File: config.mk
export PLATFORM = sky130hd
export DESIGN_NAME = voice_allocator
export DESIGN_NICKNAME = d
export VERILOG_FILES = /design/src/rtl/voice_allocator.sv
export SDC_FILE = /design/constraint.sdc
export NUM_CORES = 1
export LEC_CHECK = 0
export ABC_AREA = 1
export CORE_MARGIN = 1.5
export CORE_UTILIZATION = 50
export DETAILED_ROUTE_END_ITERATION = 10
export PLACE_DENSITY = 0.75
export SETUP_SLACK_MARGIN = 0.1
export SLEW_MARGIN = 5
export SYNTH_ARGS = -nofsm -noshare
export SYNTH_HDL_FRONTEND = slang
export SYNTH_SLANG_ARGS = --single-unit
File: constraint.sdc
create_clock -name clk -period 2.3 [get_ports clk]
set_input_delay 0.46 -clock clk [delete_from_list [all_inputs] [get_ports clk]]
set_output_delay 0.46 -clock clk [all_outputs]
set_load 0.1 [all_outputs]
File: src/rtl/voice_allocator.sv
// ---------------------------------------------------------------------------
// voice_allocator
//
// Schedules note-on/note-off events onto NUM_VOICES voice channels. It keeps a
// per-voice gate/busy/note table and emits one routing strobe per event toward
// the 1-bit demux feeding the ADSR blocks: route_sel picks the demux output,
// route_bit is the demux input (1 = gate-on/trigger, 0 = gate-off), and
// route_valid qualifies both.
//
// Event flow: IDLE -(accept)-> ALLOC -> ISSUE -> IDLE. The event is latched on
// accept, the target voice is chosen in ALLOC, and the routing strobe is
// presented during ISSUE. The table write happens on the edge that ends ISSUE,
// which is why a voice_done seen during ISSUE loses against an allocation of
// the same voice.
//
// Ports
//   clk          in   system clock, rising edge
//   rst          in   synchronous reset, active-high
//   ev_valid     in   note event present
//   ev_ready     out  event can be accepted (IDLE only)
//   ev_on        in   1 = note-on, 0 = note-off
//   ev_note      in   note number
//   voice_done   in   per-voice release-finished pulse
//   route_valid  out  one-cycle strobe qualifying route_sel/route_bit
//   route_sel    out  target voice index (demux select)
//   route_bit    out  1 = gate-on, 0 = gate-off (demux data)
//   gate         out  per-voice held gate
//   busy         out  per-voice allocated (gated or releasing)
//   voice_note   out  flattened note table, voice i at [i*NOTE_W +: NOTE_W]
//   stolen       out  strobe with route_valid when a busy voice was stolen
//   dropped      out  pulse when a note-off matched no gated voice
// ---------------------------------------------------------------------------
module voice_allocator #(
    parameter int NUM_VOICES = 8,
    parameter int SEL_W      = 3,
    parameter int NOTE_W     = 7
) (
    input  logic                         clk,
    input  logic                         rst,
    input  logic                         ev_valid,
    output logic                         ev_ready,
    input  logic                         ev_on,
    input  logic [NOTE_W-1:0]            ev_note,
    input  logic [NUM_VOICES-1:0]        voice_done,
    output logic                         route_valid,
    output logic [SEL_W-1:0]             route_sel,
    output logic                         route_bit,
    output logic [NUM_VOICES-1:0]        gate,
    output logic [NUM_VOICES-1:0]        busy,
    output logic [NUM_VOICES*NOTE_W-1:0] voice_note,
    output logic                         stolen,
    output logic                         dropped
);

    typedef enum logic [1:0] {
        S_IDLE  = 2'd0,
        S_ALLOC = 2'd1,
        S_ISSUE = 2'd2
    } state_t;

    state_t state;

    // Event latched at accept (used in ALLOC and ISSUE)
    logic              ev_on_p1;
    logic [NOTE_W-1:0] ev_note_p1;

    // Target chosen in ALLOC, consumed in ISSUE
    logic [SEL_W-1:0]  tgt_p2;
    logic              vld_p2;

    logic [SEL_W-1:0]  steal_ptr;
    logic [NOTE_W-1:0] note_tab [NUM_VOICES];

    // Round-robin steal pointer advance, wrapping at NUM_VOICES even when
    // NUM_VOICES is not a power of two.
    function automatic logic [SEL_W-1:0] next_ptr(input logic [SEL_W-1:0] p);
        if (int'(p) == NUM_VOICES - 1) begin
            return '0;
        end
        return p + 1'b1;
    endfunction

    // Priority search over the table. Scanning from the top down lets the
    // lowest matching index overwrite any higher one.
    logic             match_found;
    logic [SEL_W-1:0] match_idx;
    logic             free_found;
    logic [SEL_W-1:0] free_idx;

    always_comb begin
        match_found = 1'b0;
        match_idx   = '0;
        free_found  = 1'b0;
        free_idx    = '0;
        for (int i = NUM_VOICES - 1; i >= 0; i--) begin
            if (gate[i] && (note_tab[i] == ev_note_p1)) begin
                match_found = 1'b1;
                match_idx   = SEL_W'(i);
            end
            if (!busy[i]) begin
                free_found = 1'b1;
                free_idx   = SEL_W'(i);
            end
        end
    end

    // Allocation decision: retrigger beats free voice beats steal. A note-off
    // only ever hits on a gated match; otherwise it is dropped.
    logic             alloc_hit;
    logic             alloc_steal;
    logic [SEL_W-1:0] alloc_idx;

    always_comb begin
        alloc_hit   = ev_on_p1;
        alloc_steal = ev_on_p1;
        alloc_idx   = steal_ptr;
        if (match_found) begin
            alloc_hit   = 1'b1;
            alloc_steal = 1'b0;
            alloc_idx   = match_idx;
        end else if (ev_on_p1 && free_found) begin
            alloc_steal = 1'b0;
            alloc_idx   = free_idx;
        end
    end

    // Stage p1: event capture on accept
    always_ff @(posedge clk) begin
        if (state == S_IDLE && ev_valid && ev_ready) begin
            ev_on_p1   <= ev_on;
            ev_note_p1 <= ev_note;
        end
    end

    // Stage p2: target register for the table write in ISSUE
    always_ff @(posedge clk) begin
        if (state == S_ALLOC) begin
            tgt_p2 <= alloc_idx;
        end
    end

    // Control FSM, routing outputs and voice table
    always_ff @(posedge clk) begin
        if (rst) begin
            state       <= S_IDLE;
            ev_ready    <= 1'b1;
            route_valid <= 1'b0;
            route_sel   <= '0;
            route_bit   <= 1'b0;
            gate        <= '0;
            busy        <= '0;
            stolen      <= 1'b0;
            dropped     <= 1'b0;
            steal_ptr   <= '0;
            vld_p2      <= 1'b0;
            for (int i = 0; i < NUM_VOICES; i++) begin
                note_tab[i] <= '0;
            end
        end else begin
            // Release completion; only a voice whose gate is already off may
            // be freed. An allocation later in this block overrides it.
            for (int i = 0; i < NUM_VOICES; i++) begin
                if (voice_done[i] && !gate[i]) begin
                    busy[i] <= 1'b0;
                end
            end

            case (state)
                S_IDLE: begin
                    if (ev_valid && ev_ready) begin
                        state    <= S_ALLOC;
                        ev_ready <= 1'b0;
                    end
                end

                S_ALLOC: begin
                    state       <= S_ISSUE;
                    vld_p2      <= alloc_hit;
                    route_valid <= alloc_hit;
                    stolen      <= alloc_steal;
                    dropped     <= !alloc_hit;
                    if (alloc_hit) begin
                        route_sel <= alloc_idx;
                        route_bit <= ev_on_p1;
                    end
                    if (alloc_steal) begin
                        steal_ptr <= next_ptr(steal_ptr);
                    end
                end

                S_ISSUE: begin
                    state       <= S_IDLE;
                    ev_ready    <= 1'b1;
                    route_valid <= 1'b0;
                    stolen      <= 1'b0;
                    dropped     <= 1'b0;
                    vld_p2      <= 1'b0;
                    if (vld_p2) begin
                        if (ev_on_p1) begin
                            gate[tgt_p2]     <= 1'b1;
                            busy[tgt_p2]     <= 1'b1;
                            note_tab[tgt_p2] <= ev_note_p1;
                        end else begin
                            gate[tgt_p2] <= 1'b0;
                        end
                    end
                end

                default: begin
                    state    <= S_IDLE;
                    ev_ready <= 1'b1;
                end
            endcase
        end
    end

    for (genvar g = 0; g < NUM_VOICES; g++) begin : g_note_flat
        assign voice_note[g*NOTE_W +: NOTE_W] = note_tab[g];
    end

endmodule

==> summary.md <==
| Metric | Value |
|---|---|
| WHS Path Cells | `2` |
| DRC | `0` |
| Ports | `99` |
| RSZ-0062 raised after global routing | `false` |
| Worst EP arrival | `2.26 ns` |
| Reg2reg path depth | `15` |
| RR Startpoint | `ev_note_p1[1]` |
| Cell family with most CP delay | `simple AND/OR/NAND/NOR gates` |
| Initial antenna violation count | `0` |
| Max-cap violation count | `0` |
| Hold Fails Final Rpt | `0` |
| Net Sw Frac | `0.413` |
| Synth Area per Inst | `8.65 µm²` |
| ANT cells | `0` |
| Seq pwr share | `0.439` |
| Reg clk slew, reported paths | `0.09 ns` |
| CP bufs+invs | `3` |
| Top cell by count, worst path | `nand2_1` |
| Critical path type | `reg -> reg` |
| Worst Hold End | `dropped` |
| Netlist cell types | `34` |
| Area contributors post-synth | `edfxtp_1 (42%), dfxtp_1 (12%), nand2_1 (12%), nor2_1 (7.1%), inv_1 (4.8%)` |
| Placer Congestion | `0.995` |
| Post-DRT Antenna Nets | `0` |
| Register-to-register setup slack | `0.34 ns` |
| Clock share of power | `0.204` |
| Final Cycle Share | `0.854` |
| CTS H-tree lvls | `3` |
| Clk_lat worst skew | `approximately 0.37 ns` |
| Met2 WL | `roughly 6.7 mm` |
| CTS buffer count | `9` |
| DRT Pass-1 Iters | `5` |
| Crit path setup slack, layout | `~0.34 ns` |
| Cell Area, Synth | `4840 µm²` |
| Core Region | `~9300 µm²` |
| First-pass GRT wire length | `approximately 21 mm` |
| M1 WL | `5.34 mm` |
| Root buf cell | `clkbuf_8` |
| Worst path slowest cell | `edfxtp_1` |
| Vias after detailed routing | `around 4200` |
| Die area | `~10000 µm²` |
| Worst clock skew | `0.0153 ns` |
| Pre-CTS WS | `0.209 ns` |
| Clock Sinks | `96` |
| R2r endpoint | `steal_ptr[2]` |
| VDD IR-drop max | `632 µV` |
| Setup crit start | `ev_note_p1[1]` |
| Start point of the worst hold path | `dropped` |
| Critical Path Start Type | `register` |
| Die Height | `101 µm` |
| Slew at the pin closest to its max-slew limit | `0.501 ns` |
| CP max stage delay | `0.53 ns` |
| Sequential share of the synthesized area | `0.536` |
| Async set-or-reset flop fraction in the synthesized netlist | `0` |
| Commonest cells after routing, fill and taps aside | `nand2_1 (149), buf_4 (110), nor2_1 (92)` |
| Post-Syn Nets | `584` |
| Worst Path Required | `between 2 and 3 ns` |
| Final setup violation count | `0` |
| Area growth syn-to-layout | `24.2%` |
| Post-CTS Hold Fix Bufs | `0` |
| Avg WL per Cell | `around 17 µm` |
| Cell total after placement | `792` |
| Psw | `2.05 mW` |
| CTS tree | `yes` |
| PortBufs | `98` |
| Die width | `101 µm` |
| Number of synthesized register bits | `96` |
| Gr ovfl total | `0` |
| Post-DP HPWL | `just over 10 mm` |
| PD cells | `a little over 800 nW/µm²` |
| Layout Cells excl Fill | `813` |
| Floorplan row count | `35` |
| Starting Density | `0.518` |
| Combinational power share | `0.357` |
| Nets@finish | `704` |
| Vias per cell | `5.21` |
| Max-slew violation count | `0` |
| Status | `complete, no violations` |
| Crit path max fanout | `13` |
| Post-synth EDFFs | `67` |
| Headroom to the max-slew limit | `0.666` |
| Pin count of the biggest net entering global routing | `17` |
| Fmax | `about 510 MHz` |
| Post-layout min period | `1.96 ns` |
| Top sig layer | `met4` |
| Yosys top cell by area | `edfxtp_1` |
| Synth top area share | `0.416` |
| Tightest Hold Check Type | `reg -> reg` |
| Critical path capture point type | `register` |
| Leading cell type in the layout, fill and taps excluded | `nand2_1` |
| Clock Tree Buf Depth | `2` |
| Critical path cell sequence | `inv_6, nand2_1, nand2_1, inv_1, nand2_1, nor2_1, nand2_1, o21ai_2, nor2_2, nand2_2, inv_4, nand3_4, nand2_2, nand2_1, nor2_1` |
| DRT Wirelength | `between 10 and 15 mm` |
| Vias in the first global route | `4010` |
| Top_reg_cell synth | `edfxtp_1` |
| Yosys warnings | `0` |
| Fin Setup TNS | `0 ns` |
| Mapped Cells | `559` |
| WL met3 | `1.21 mm` |
| Layout cells sized above 1 | `0.225` |
| P_int | `2.91 mW` |
| GRT Resource Usage Total | `0.273` |
| Leak | `2.76 nW` |
| Iter 0 DRT Violations | `207` |
## worst register-to-register path: cells and delay by family (launching register included)
| kind | cells | cell delay, ns |
|---|---|---|
| AND/OR/NAND/NOR | 11 | 0.97 |
| flip-flops | 1 | 0.53 |
| AO/OA/AOI/OAI | 1 | 0.08 |
| buffers and inverters | 3 | 0.32 |
## synthesized netlist by cell type, types with 2 or more instances
master	number
xnor2_1	16
inv_4	5
a21oi_1	10
clkbuf_1	3
buf_8	2
edfxtp_1	67
nor2_2	4
nand4_1	9
buf_2	2
nor2_1	92
nand3_1	29
nand2_2	10
o21ai_0	28
ha_1	6
nand3_2	2
buf_6	9
dfxtp_1	29
a21boi_0	2
xor2_1	6
buf_4	3
inv_1	62
nand2_1	149
nor3_1	2
inv_2	2
## cell families after synthesis
family | synth area share
AO/OA/AOI/OAI | 0.0525
XOR/XNOR | 0.0398
adder cells (fa/ha/maj) | 0.0155
buffers and inverters | 0.0965
flip-flops | 0.536
AND/OR/NAND/NOR | 0.260
## stage by stage
step	hold slack, ns	power [mW]	utilization	cell area [µm²]
after CTS	0.488	4.93	0.640	5970
after global routing	0.500	5.18	0.644	6000
after global placement	0.464	3.91	0.621	5790
final	0.484	4.96	0.644	6000
after floorplan	0.457	3.55	-	4840
after detailed placement	0.469	3.95	0.621	5790
## how the worst max path moves through the flow
stage,end,slack (ns),depth (start not counted)
after CTS,steal_ptr[2],0.19,15
after detailed placement,steal_ptr[2],0.21,15
after global placement,note_tab[1][5],0.24,5
after global routing,steal_ptr[2],0.14,15
final,steal_ptr[2],0.34,15
after floorplan,tgt_p2[0],0.23,11
## state kept, by name, summed over array words and instances (netlist names), named ones only
| name | count |
|---|---|
| tgt_p2 | 3 |
| ev_on_p1 | 1 |
| stolen | 1 |
| dropped | 1 |
| route_sel | 3 |
| steal_ptr | 3 |
| note_tab | 56 |
| route_bit | 1 |
| busy | 8 |
| ev_note_p1 | 7 |
| state | 2 |
| vld_p2 | 1 |
| ev_ready | 1 |
## layout make-up
| type | count | area (µm²) |
|---|---|---|
| Clock inverter | 4 | 30.0 |
| Multi-Input combinational cell | 373 | 1780 |
| Inverter | 71 | 292 |
| Fill cell | 789 | 3320 |
| Sequential cell | 96 | 2590 |
| Timing Repair Buffer | 128 | 1010 |
| Tap cell | 129 | 161 |
| Clock buffer | 12 | 145 |
## per-layer routing
layer | up-vias | GRT usage
met5 | - | 0
met4 | 0 | 0.105
met3 | 24 | 0.0421
met2 | 215 | 0.461
met1 | 1979 | 0.355
li1 | 2014 | -
## power groups by stage
stage | Clock, mW | Combinational, mW | Sequential, mW
after detailed placement | 0 | 1.71 | 2.23
after global routing | 1.09 | 1.89 | 2.19
after floorplan | 0 | 0.836 | 2.71
final | 1.01 | 1.77 | 2.18
after CTS | 1.01 | 1.72 | 2.19
after global placement | 0 | 1.69 | 2.22
## timing repair
item	CTS	global route
setup endpoints to repair	0	8
endpoints found under the hold margin	0	0
buffers inserted	0	5
resized for setup	0	0
(Power assumes the default switching activity.)
